===== config.mk =====
export PLATFORM = sky130hd
export DESIGN_NAME = eth_rx_frame
export DESIGN_NICKNAME = d
export VERILOG_FILES = /design/src/rtl/eth_rx_frame.sv
export SDC_FILE = /design/constraint.sdc
export NUM_CORES = 1
export LEC_CHECK = 0
export ABC_AREA = 1
export CAP_MARGIN = 20
export CORE_MARGIN = 4
export CORE_UTILIZATION = 45
export CTS_BUF_LIST = sky130_fd_sc_hd__clkbuf_16
export CTS_CLUSTER_DIAMETER = 100
export CTS_CLUSTER_SIZE = 28
export DETAILED_ROUTE_END_ITERATION = 16
export DONT_BUFFER_PORTS = 1
export HOLD_SLACK_MARGIN = 0.06
export PLACE_DENSITY_LB_ADDON = 0.15
export REMOVE_ABC_BUFFERS = 1
export SLEW_MARGIN = 20
export SYNTH_ARGS = -nofsm -noshare
export SYNTH_HDL_FRONTEND = slang
export SYNTH_SLANG_ARGS = --single-unit

===== constraint.sdc =====
create_clock -name rxc -period 15.51 [get_ports rxc]
set_input_delay 3.102 -clock rxc [delete_from_list [all_inputs] [get_ports rxc]]
set_output_delay 3.102 -clock rxc [all_outputs]
set_load 0.005 [all_outputs]

===== src/rtl/eth_rx_frame.sv =====
// MII (4-bit) Ethernet receiver: preamble/SFD sync, destination filter, 9-bit sequence field,
// payload delivery with FCS stripped and CRC-32 check. Optional macro: RX_SEQ_CHECK_EN.
module eth_rx_frame #(
    parameter logic [47:0] MAC_ADDR = 48'h020202020202,
    parameter int          PKT_MAX  = 479,
    parameter int          LEN_MAX  = 2047
) (
    input  logic        rxc,
    input  logic        rst,
    input  logic        rxdv,
    input  logic [3:0]  rxd,
    output logic [7:0]  dataout,
    output logic        data_valid,
    output logic        sof,
    output logic        eof,
    output logic        crc_ok,
    output logic        len_err,
    output logic        align_err,
    output logic [10:0] frame_len,
    output logic [8:0]  pkt_num,
    output logic        seq_err,
    output logic        indicate
);

    localparam logic [2:0] S_IDLE     = 3'd0;
    localparam logic [2:0] S_PREAMBLE = 3'd1;
    localparam logic [2:0] S_DEST     = 3'd2;
    localparam logic [2:0] S_SEQ      = 3'd3;
    localparam logic [2:0] S_PAYLOAD  = 3'd4;
    localparam logic [2:0] S_DROP     = 3'd5;
    localparam logic [2:0] S_WAIT_LOW = 3'd6;

    localparam logic [31:0] CRC_INIT    = 32'hFFFFFFFF;
    localparam logic [31:0] CRC_RESIDUE = 32'hDEBB20E3;
    localparam logic [11:0] LEN_MAX_V   = 12'(LEN_MAX);

    if (PKT_MAX < 0 || PKT_MAX > 511 || LEN_MAX < 4 || LEN_MAX > 2047) begin : g_param_check
        $error("eth_rx_frame: PKT_MAX must fit 9 bits and LEN_MAX must lie in 4..2047");
    end

    // Reflected CRC-32, one byte per call, LSB first.
    function automatic logic [31:0] crc_next(input logic [31:0] crc, input logic [7:0] b);
        logic [31:0] c;
        c = crc ^ {24'd0, b};
        for (int i = 0; i < 8; i++)
            c = c[0] ? ((c >> 1) ^ 32'hEDB88320) : (c >> 1);
        return c;
    endfunction

    logic [2:0]  state;
    logic [3:0]  nib_lo;
    logic        phase;
    logic [2:0]  bcnt;
    logic        mac_ok;
    logic        bc_ok;
    logic [31:0] crc;
    logic [7:0]  seq_lo;
    logic [8:0]  seq_cnt;
    logic [7:0]  byte_p0, byte_p1, byte_p2, byte_p3;
    logic [11:0] pcnt;
    logic [10:0] emit_cnt;
    logic        first_pend;
    logic        drop_eof;

    logic [7:0]  byte_in;
    logic [31:0] crc_upd;
    logic [47:0] mac_sh;
    logic [7:0]  mac_byte;
    logic        in_frame;
    logic        fall_evt;
    logic        frame_good;
    logic        good_evt;
    logic        bad_evt;

    always_comb begin
        byte_in    = {rxd, nib_lo};
        crc_upd    = crc_next(crc, byte_in);
        mac_sh     = MAC_ADDR << {bcnt, 3'b000};
        mac_byte   = mac_sh[47:40];
        in_frame   = (state == S_DEST) || (state == S_SEQ) || (state == S_PAYLOAD);
        fall_evt   = in_frame && !rxdv;
        frame_good = (state == S_PAYLOAD) && !phase && (crc == CRC_RESIDUE) && (pcnt >= 12'd4);
        good_evt   = fall_evt && frame_good;
        bad_evt    = (fall_evt && !frame_good) || ((state == S_DROP) && !rxdv && drop_eof);
    end

    always_ff @(posedge rxc or posedge rst) begin
        if (rst) begin
            state      <= S_WAIT_LOW;
            nib_lo     <= 4'd0;
            phase      <= 1'b0;
            bcnt       <= 3'd0;
            mac_ok     <= 1'b0;
            bc_ok      <= 1'b0;
            crc        <= CRC_INIT;
            seq_lo     <= 8'd0;
            seq_cnt    <= 9'd0;
            byte_p0    <= 8'd0;
            byte_p1    <= 8'd0;
            byte_p2    <= 8'd0;
            byte_p3    <= 8'd0;
            pcnt       <= 12'd0;
            emit_cnt   <= 11'd0;
            first_pend <= 1'b0;
            drop_eof   <= 1'b0;
            dataout    <= 8'd0;
            data_valid <= 1'b0;
            sof        <= 1'b0;
            eof        <= 1'b0;
            crc_ok     <= 1'b0;
            len_err    <= 1'b0;
            align_err  <= 1'b0;
            frame_len  <= 11'd0;
            pkt_num    <= 9'd0;
            indicate   <= 1'b0;
        end else begin
            data_valid <= 1'b0;
            sof        <= 1'b0;
            eof        <= 1'b0;
            case (state)
                S_IDLE: begin
                    if (rxdv)
                        state <= (rxd == 4'h5) ? S_PREAMBLE : S_WAIT_LOW;
                end
                S_PREAMBLE: begin
                    if (!rxdv) begin
                        state <= S_IDLE;
                    end else if (rxd == 4'hD) begin
                        state      <= S_DEST;
                        phase      <= 1'b0;
                        bcnt       <= 3'd0;
                        mac_ok     <= 1'b1;
                        bc_ok      <= 1'b1;
                        crc        <= CRC_INIT;
                        pcnt       <= 12'd0;
                        emit_cnt   <= 11'd0;
                        first_pend <= 1'b0;
                        drop_eof   <= 1'b0;
                    end else if (rxd != 4'h5) begin
                        state <= S_WAIT_LOW;
                    end
                end
                S_DEST, S_SEQ, S_PAYLOAD: begin
                    if (!rxdv) begin
                        state     <= S_IDLE;
                        eof       <= 1'b1;
                        align_err <= phase;
                        len_err   <= 1'b0;
                        crc_ok    <= frame_good;
                        frame_len <= emit_cnt;
                        if (frame_good) begin
                            pkt_num  <= seq_cnt;
                            indicate <= ~indicate;
                        end
                    end else begin
                        phase <= ~phase;
                        if (!phase) begin
                            nib_lo <= rxd;
                        end else begin
                            crc <= crc_upd;
                            if (state == S_DEST) begin
                                mac_ok <= mac_ok && (byte_in == mac_byte);
                                bc_ok  <= bc_ok && (byte_in == 8'hFF);
                                if (bcnt == 3'd5) begin
                                    bcnt <= 3'd0;
                                    // Unmatched destination is dropped silently, with no eof.
                                    if ((mac_ok && (byte_in == mac_byte)) || (bc_ok && (byte_in == 8'hFF)))
                                        state <= S_SEQ;
                                    else
                                        state <= S_DROP;
                                end else begin
                                    bcnt <= bcnt + 3'd1;
                                end
                            end else if (state == S_SEQ) begin
                                if (bcnt == 3'd0) begin
                                    seq_lo <= byte_in;
                                    bcnt   <= 3'd1;
                                end else begin
                                    seq_cnt    <= {byte_in[0], seq_lo};
                                    state      <= S_PAYLOAD;
                                    first_pend <= 1'b1;
                                end
                            end else if (pcnt == LEN_MAX_V) begin
                                state    <= S_DROP;
                                drop_eof <= 1'b1;
                            end else begin
                                pcnt    <= pcnt + 12'd1;
                                byte_p0 <= byte_in;
                                byte_p1 <= byte_p0;
                                byte_p2 <= byte_p1;
                                byte_p3 <= byte_p2;
                                // A byte leaves only once four newer bytes exist, so the FCS never does.
                                if (pcnt >= 12'd4) begin
                                    dataout    <= byte_p3;
                                    data_valid <= 1'b1;
                                    sof        <= first_pend;
                                    first_pend <= 1'b0;
                                    emit_cnt   <= emit_cnt + 11'd1;
                                end
                            end
                        end
                    end
                end
                S_DROP: begin
                    if (!rxdv) begin
                        state <= S_IDLE;
                        if (drop_eof) begin
                            eof       <= 1'b1;
                            crc_ok    <= 1'b0;
                            len_err   <= 1'b1;
                            align_err <= 1'b0;
                            frame_len <= emit_cnt;
                        end
                    end
                end
                S_WAIT_LOW: begin
                    if (!rxdv)
                        state <= S_IDLE;
                end
                default: state <= S_WAIT_LOW;
            endcase
        end
    end

`ifdef RX_SEQ_CHECK_EN
    localparam logic [8:0] PKT_MAX_V = 9'(PKT_MAX);

    logic       have_prev;
    logic [8:0] seq_expect;

    always_comb begin
        seq_expect = (pkt_num == PKT_MAX_V) ? 9'd0 : pkt_num + 9'd1;
    end

    // pkt_num still holds the previous good counter when the good eof is decided.
    always_ff @(posedge rxc or posedge rst) begin
        if (rst) begin
            have_prev <= 1'b0;
            seq_err   <= 1'b0;
        end else if (good_evt) begin
            have_prev <= 1'b1;
            seq_err   <= have_prev && (seq_cnt != seq_expect);
        end else if (bad_evt) begin
            seq_err <= 1'b0;
        end
    end
`else
    logic unused_evt;
    assign unused_evt = good_evt ^ bad_evt;
    assign seq_err    = 1'b0;
`endif

endmodule


==> results of run 1 <==
final timing paths:
kind | startpoint | to | slack, ps
setup / recovery | rxd[0] | bcnt[2] | 11060
hold / removal | byte_p2[0] | byte_p3[0] | 480
setup reg to reg | state[0] | pkt_num[2] | 12650
hold reg to reg | byte_p2[0] | byte_p3[0] | 480
max in group asynchronous | rst | byte_p0[4] | 11520
min in group asynchronous | rst | emit_cnt[6] | 2700
registers in the layout (all words and copies together) (netlist names), 3 cells and up:
name and flops:
seq_cnt 9, byte_p3 8, emit_cnt 11, pkt_num 9, dataout 8, crc 32
bcnt 3, nib_lo 4, state 3, seq_lo 8, byte_p0 8, byte_p1 8
frame_len 11, pcnt 12, byte_p2 8
stage by stage:
step	power [mW]	setup slack (ps)	std cells	hold WS (ps)	instance area (µm²)
3_5_place_dp	1.45	10640	1191	473	8280
3_3_place_gp	1.44	10680	1191	464	8280
2_1_floorplan	1.25	8310	964	452	7970
5_1_grt	2.01	10800	1223	499	8860
4_1_cts	1.87	11090	1223	485	8860
6_report	1.86	11060	1223	482	8860
cells in the final DEF, fill, tap and decap left out, drive strengths merged, types with 3 or more instances in the layout:
master,count
nand2,340
mux2,18
ha,3
a21oi,15
xor2,48
nand4,17
clkinv,4
nor2,56
nor3,11
xnor2,14
dfstp,34
o22ai,8
inv,116
o31ai,4
clkbuf,17
o21ai,65
o21a,16
a22oi,5
nand3,65
or2,5
a21boi,3
dfrtp,120
nor4,3
where the power goes:
group / internal [mW] / leakage, nW / switching, mW
combinational: 0.261 / 2.14 / 0.536
sequential: 0.557 / 1.92 / 0.0944
clock: 0.227 / 0.280 / 0.185
total: 1.05 / 4.35 / 0.816
logic make-up after synthesis:
logic type	after synthesis	share of synthesized area (%)
simple gates	500	26.6
flops	154	47.9
buf+inv	136	7.00
compound gates	118	8.83
xor+xnor	62	6.68
mux	18	2.49
fa+ha+maj	3	0.462
other cells	1	0.0461
critical path, cell delays in order:
cell and delay (ps):
inv_2 40, nor2_1 110, nand2_1 80, nand2_1 150, inv_1 70, a21oi_2 120
nand2_1 540, nor2_1 350, nand3_1 100, a21oi_1 140
layout make-up:
type                       count  area share, %
inverter                     108           4.63
clock buffer                  17           4.80
multi-input combinational    702           41.5
sequential                   154           44.0
timing repair buffer           2          0.169
tap                          225           3.18
clock inverter                15           1.78
per-layer routing:
| metal | global-route usage, % | vias up |
|---|---|---|
| li1 | - | 3150 |
| met1 | 27.6 | 2988 |
| met2 | 28.9 | 125 |
| met3 | 3.80 | 23 |
| met4 | 6.30 | 0 |
| met5 | 0 | - |
==> flow_summary.ini, run 1 <==
[status]
status = completed

[synth]
yosysMostFrequentCell = nand2_1
synth_common_cells = nand2_1 (326), dfrtp_1 (120), inv_1 (98)
synth.largest_area_cell = dfrtp_1
yosysWarnings = 0
syn_avg_cell_area_um2 = 8.20
synth_area_leaders = dfrtp_1 (37%), nand2_1 (15%), dfstp_2 (11%)
synth-edff-count = 0
synth_top_area_share_pct = 36.9
yosysUniqueCellTypes = 47
synth.ff_latch_count = 154
async_reset_ff_share_pct = 100
synthFlopType = dfrtp_1
synthCells = 992
netlist_area_mm2 = 0.00813
ys_seq_area_share_pct = 47.9

[global_routing]
grt_pass1_wl_um = 30900
grt_use_total_pct = 19.1
overflow = 0
antenna_found_initial = 0
grt_max_degree = 92
grt_pass1_vias = 5922

[clock_network]
cts_resized = 0
cts_tree = done
cts_hold_repair.buffers = 0
clock_path_buffers = 2
cts_sinks = 154
root_buffer = clkbuf_16
post-cts-setup-buffer-count = 0
htreeDepth = 4
path_clk_slew_ps = 70
cts_buffers = 17
clk_latency_ps = 430

[final_layout]
layout-drive-gt1-share_pct = 12.5
final_util_pct = 50.7
n_antenna_cell = 0
nets = 995
area_growth_syn_to_layout_pct = 8.95
seqCellArea_mm2 = 0.00390
fill_cells = 1688
multi_input_area_mm2 = 0.00367

[routing]
vias = 6286
top_layer = met4
wl_met2_um = 8200
wl_met1_um = 8960
dr.pass1.iters = 5
final_antenna_net_count = 0
wire_per_inst_um = 15.1
routed_via_density = 5.14
drc_errors = 0
first_iter_violations = 513
wl_met3_um = 1030
wirelength_um = 18500

[critical_path]
worstSetupPathType = in2reg
required_ps = 15870
critPathLaunchType = primary input
path_max_fanout = 24
crit_arrival_ps = 4810
reg2reg_depth = 8
worstSetupEndpointType = flip-flop

[sta]
slew_viol_final = 0
fin_worst_skew_ps = 8.32
max_freq_ghz = 0.225
hold_viol = 0
period_share_pct = 28.7
finalCriticalPeriod_ps = 4450
slew_headroom_pct = 38.8
rsz0062_at_grt = false
finalSetupTns_ps = 0
tightest_slew_ps = 916
setup_violations = 0

[floorplan]
ioPinCount = 43
placementRows = 48
dieWidth_um = 142
fp.dieH_um = 142
initial_utilization_pct = 46.5
core-area_mm2 = 0.0175
die-area_mm2 = 0.0203

[min_path]
hold_depth = 2
hp-class = reg2reg

[placement]
post-dp-hpwl_um = 13000
io_buffers = 0
place_congestion = 0.863

[power]
leakagePower_nw = 4.35
power_density_mw_per_mm2 = 210
ir_worst_vdd_uv = 108

[run]
cap_violations = 0
Note: power is estimated with default switching activity, not from simulation.
==> inputs of run 2 (changes only) <==
==> constraint.sdc (replaced) <==
create_clock -name rxc -period 4.6 [get_ports rxc]
set_input_delay 0.92 -clock rxc [delete_from_list [all_inputs] [get_ports rxc]]
set_output_delay 0.92 -clock rxc [all_outputs]
set_load 0.005 [all_outputs]
==> flow_summary.ini, run 2 (synthesized netlist as in run 1, its figures left out) <==
[routing]
final_antenna_net_count = 0
vias = 6314
dr.pass1.iters = 5
first_iter_violations = 356
wirelength_um = 18800
wire_per_inst_um = 15.3
drc_errors = 0
routed_via_density = 5.16

[sta]
hold_viol = 0
finalCriticalPeriod_ps = 2820
period_share_pct = 61.2
max_freq_ghz = 0.355
finalSetupTns_ps = 0
fin_worst_skew_ps = 9.09
tightest_slew_ps = 928
slew_viol_final = 0
slew_headroom_pct = 37.9
whs_ps = 481
rsz0062_at_grt = false
setup_violations = 0

[final_layout]
multi_input_area_mm2 = 0.00367
n_antenna_cell = 0
fill_cells = 1641
final_cell_mix = nand2_1 (326), dfrtp_1 (120), inv_1 (97), nand3_1 (65), nor2_1 (50)
layout-drive-gt1-share_pct = 12.7
nets = 996
fin_cells = 1224
seqCellArea_mm2 = 0.00390
fin_area_mm2 = 0.00887
largest_reg_flops = 32
area_growth_syn_to_layout_pct = 9.02
top_register = crc
reg_top3 = crc (32), pcnt (12)
final_common_cell = nand2_1

[clock_network]
cts_resized = 0
root_buffer = clkbuf_16
cts_buffers = 17
cts_sinks = 154
cts_hold_repair.buffers = 0
clk_latency_ps = 430
htreeDepth = 4
post-cts-setup-buffer-count = 0
clock_path_buffers = 2
cts_tree = done
path_clk_slew_ps = 70

[global_routing]
grt_use_total_pct = 19.4
grt_pass1_vias = 6064
overflow = 0
grt_max_degree = 88
grt_pass1_wl_um = 31400
antenna_found_initial = 0

[floorplan]
fp.dieH_um = 142
die-area_mm2 = 0.0203
initial_utilization_pct = 46.5
core-area_mm2 = 0.0175
ioPinCount = 43
dieWidth_um = 142
placementRows = 48

[power]
combPwrFrac_pct = 42.6
switching_share_pct = 43.7
power_density_mw_per_mm2 = 706
seqPwrFrac_pct = 35.1
leakagePower_nw = 4.35
power_mw = 6.26
power.switching_mw = 2.73
p_int_mw = 3.53
pwr-share-clk_pct = 22.2
ir_worst_vdd_uv = 381

[critical_path]
worstSetupEndpointType = flip-flop
required_ps = 4910
worstSetupPathType = reg2reg
crit_arrival_ps = 3130
critPathLaunchType = flip-flop
path_max_fanout = 28

[placement]
place_congestion = 0.898
placed_area_mm2 = 0.00829
post-dp-hpwl_um = 13200
io_buffers = 0
dp.cells = 1192

[run]
cap_violations = 0

[min_path]
hp-class = reg2reg

[status]
status = completed
[run 2: cell types whose count changed in the layout (fill, tap and decap cells not counted), sizes merged]
cell,delta
clkinv,-1
inv,+1
buf,+1
[run 2: final timing paths]
check / from / end / slack (ps) / cells after the start
setup / recovery: state[0] / pkt_num[7] / 1780 / 8
hold / removal: byte_p0[6] / byte_p1[6] / 480 / 2
setup reg to reg: state[0] / pkt_num[7] / 1780 / 8
hold reg to reg: byte_p0[6] / byte_p1[6] / 480 / 2
max in group asynchronous: rst / byte_p2[3] / 3120 / 2
min in group asynchronous: rst / frame_len[6] / 490 / 1
[run 2: power by group through the flow]
stage	combinational, mW	sequential, mW	clock (mW)
2_1_floorplan	2.08	2.12	0
4_1_cts	2.68	2.20	1.43
3_3_place_gp	2.67	2.22	0
5_1_grt	3.03	2.26	1.49
3_5_place_dp	2.67	2.22	0
6_report	2.67	2.20	1.39
[run 2: through the flow]
stage               utilization, %  setup WS (ps)
floorplan                        -           -414
global placement              47.4           1830
detailed placement            47.4           1840
CTS                           50.7           1820
global route                  50.7           1510
finish                        50.7           1780
[run 2: cell type report]
| type | instances | share of cell area [%] |
|---|---|---|
| flip-flops and latches | 154 | 43.9 |
| multi-input cells | 702 | 41.4 |
| clock buffers | 17 | 4.80 |
| inverters | 108 | 4.63 |
| well taps | 225 | 3.18 |
| clock inverters | 15 | 1.75 |
| repair buffers | 3 | 0.254 |
[run 2: critical path, stage by stage (launching register included)]
cell and delay (ps):
dfrtp_1 440, nor2_2 200, nand2_2 130, nand2_4 250, inv_2 290, o21ai_4 710, nand3_1 440, nand2_1 170
nand2_1 60
[run 2: per-layer routing]
| metal | GRT usage (%) | vias up | share of wire (%) |
|---|---|---|---|
| met2 | 29.9 | 159 | 45 |
| met1 | 26.9 | 2965 | 47 |
| met3 | 4.44 | 36 | 5.5 |
| met5 | 0 | - | 0 |
| li1 | - | 3154 | - |
| met4 | 7.35 | 0 | 2.2 |
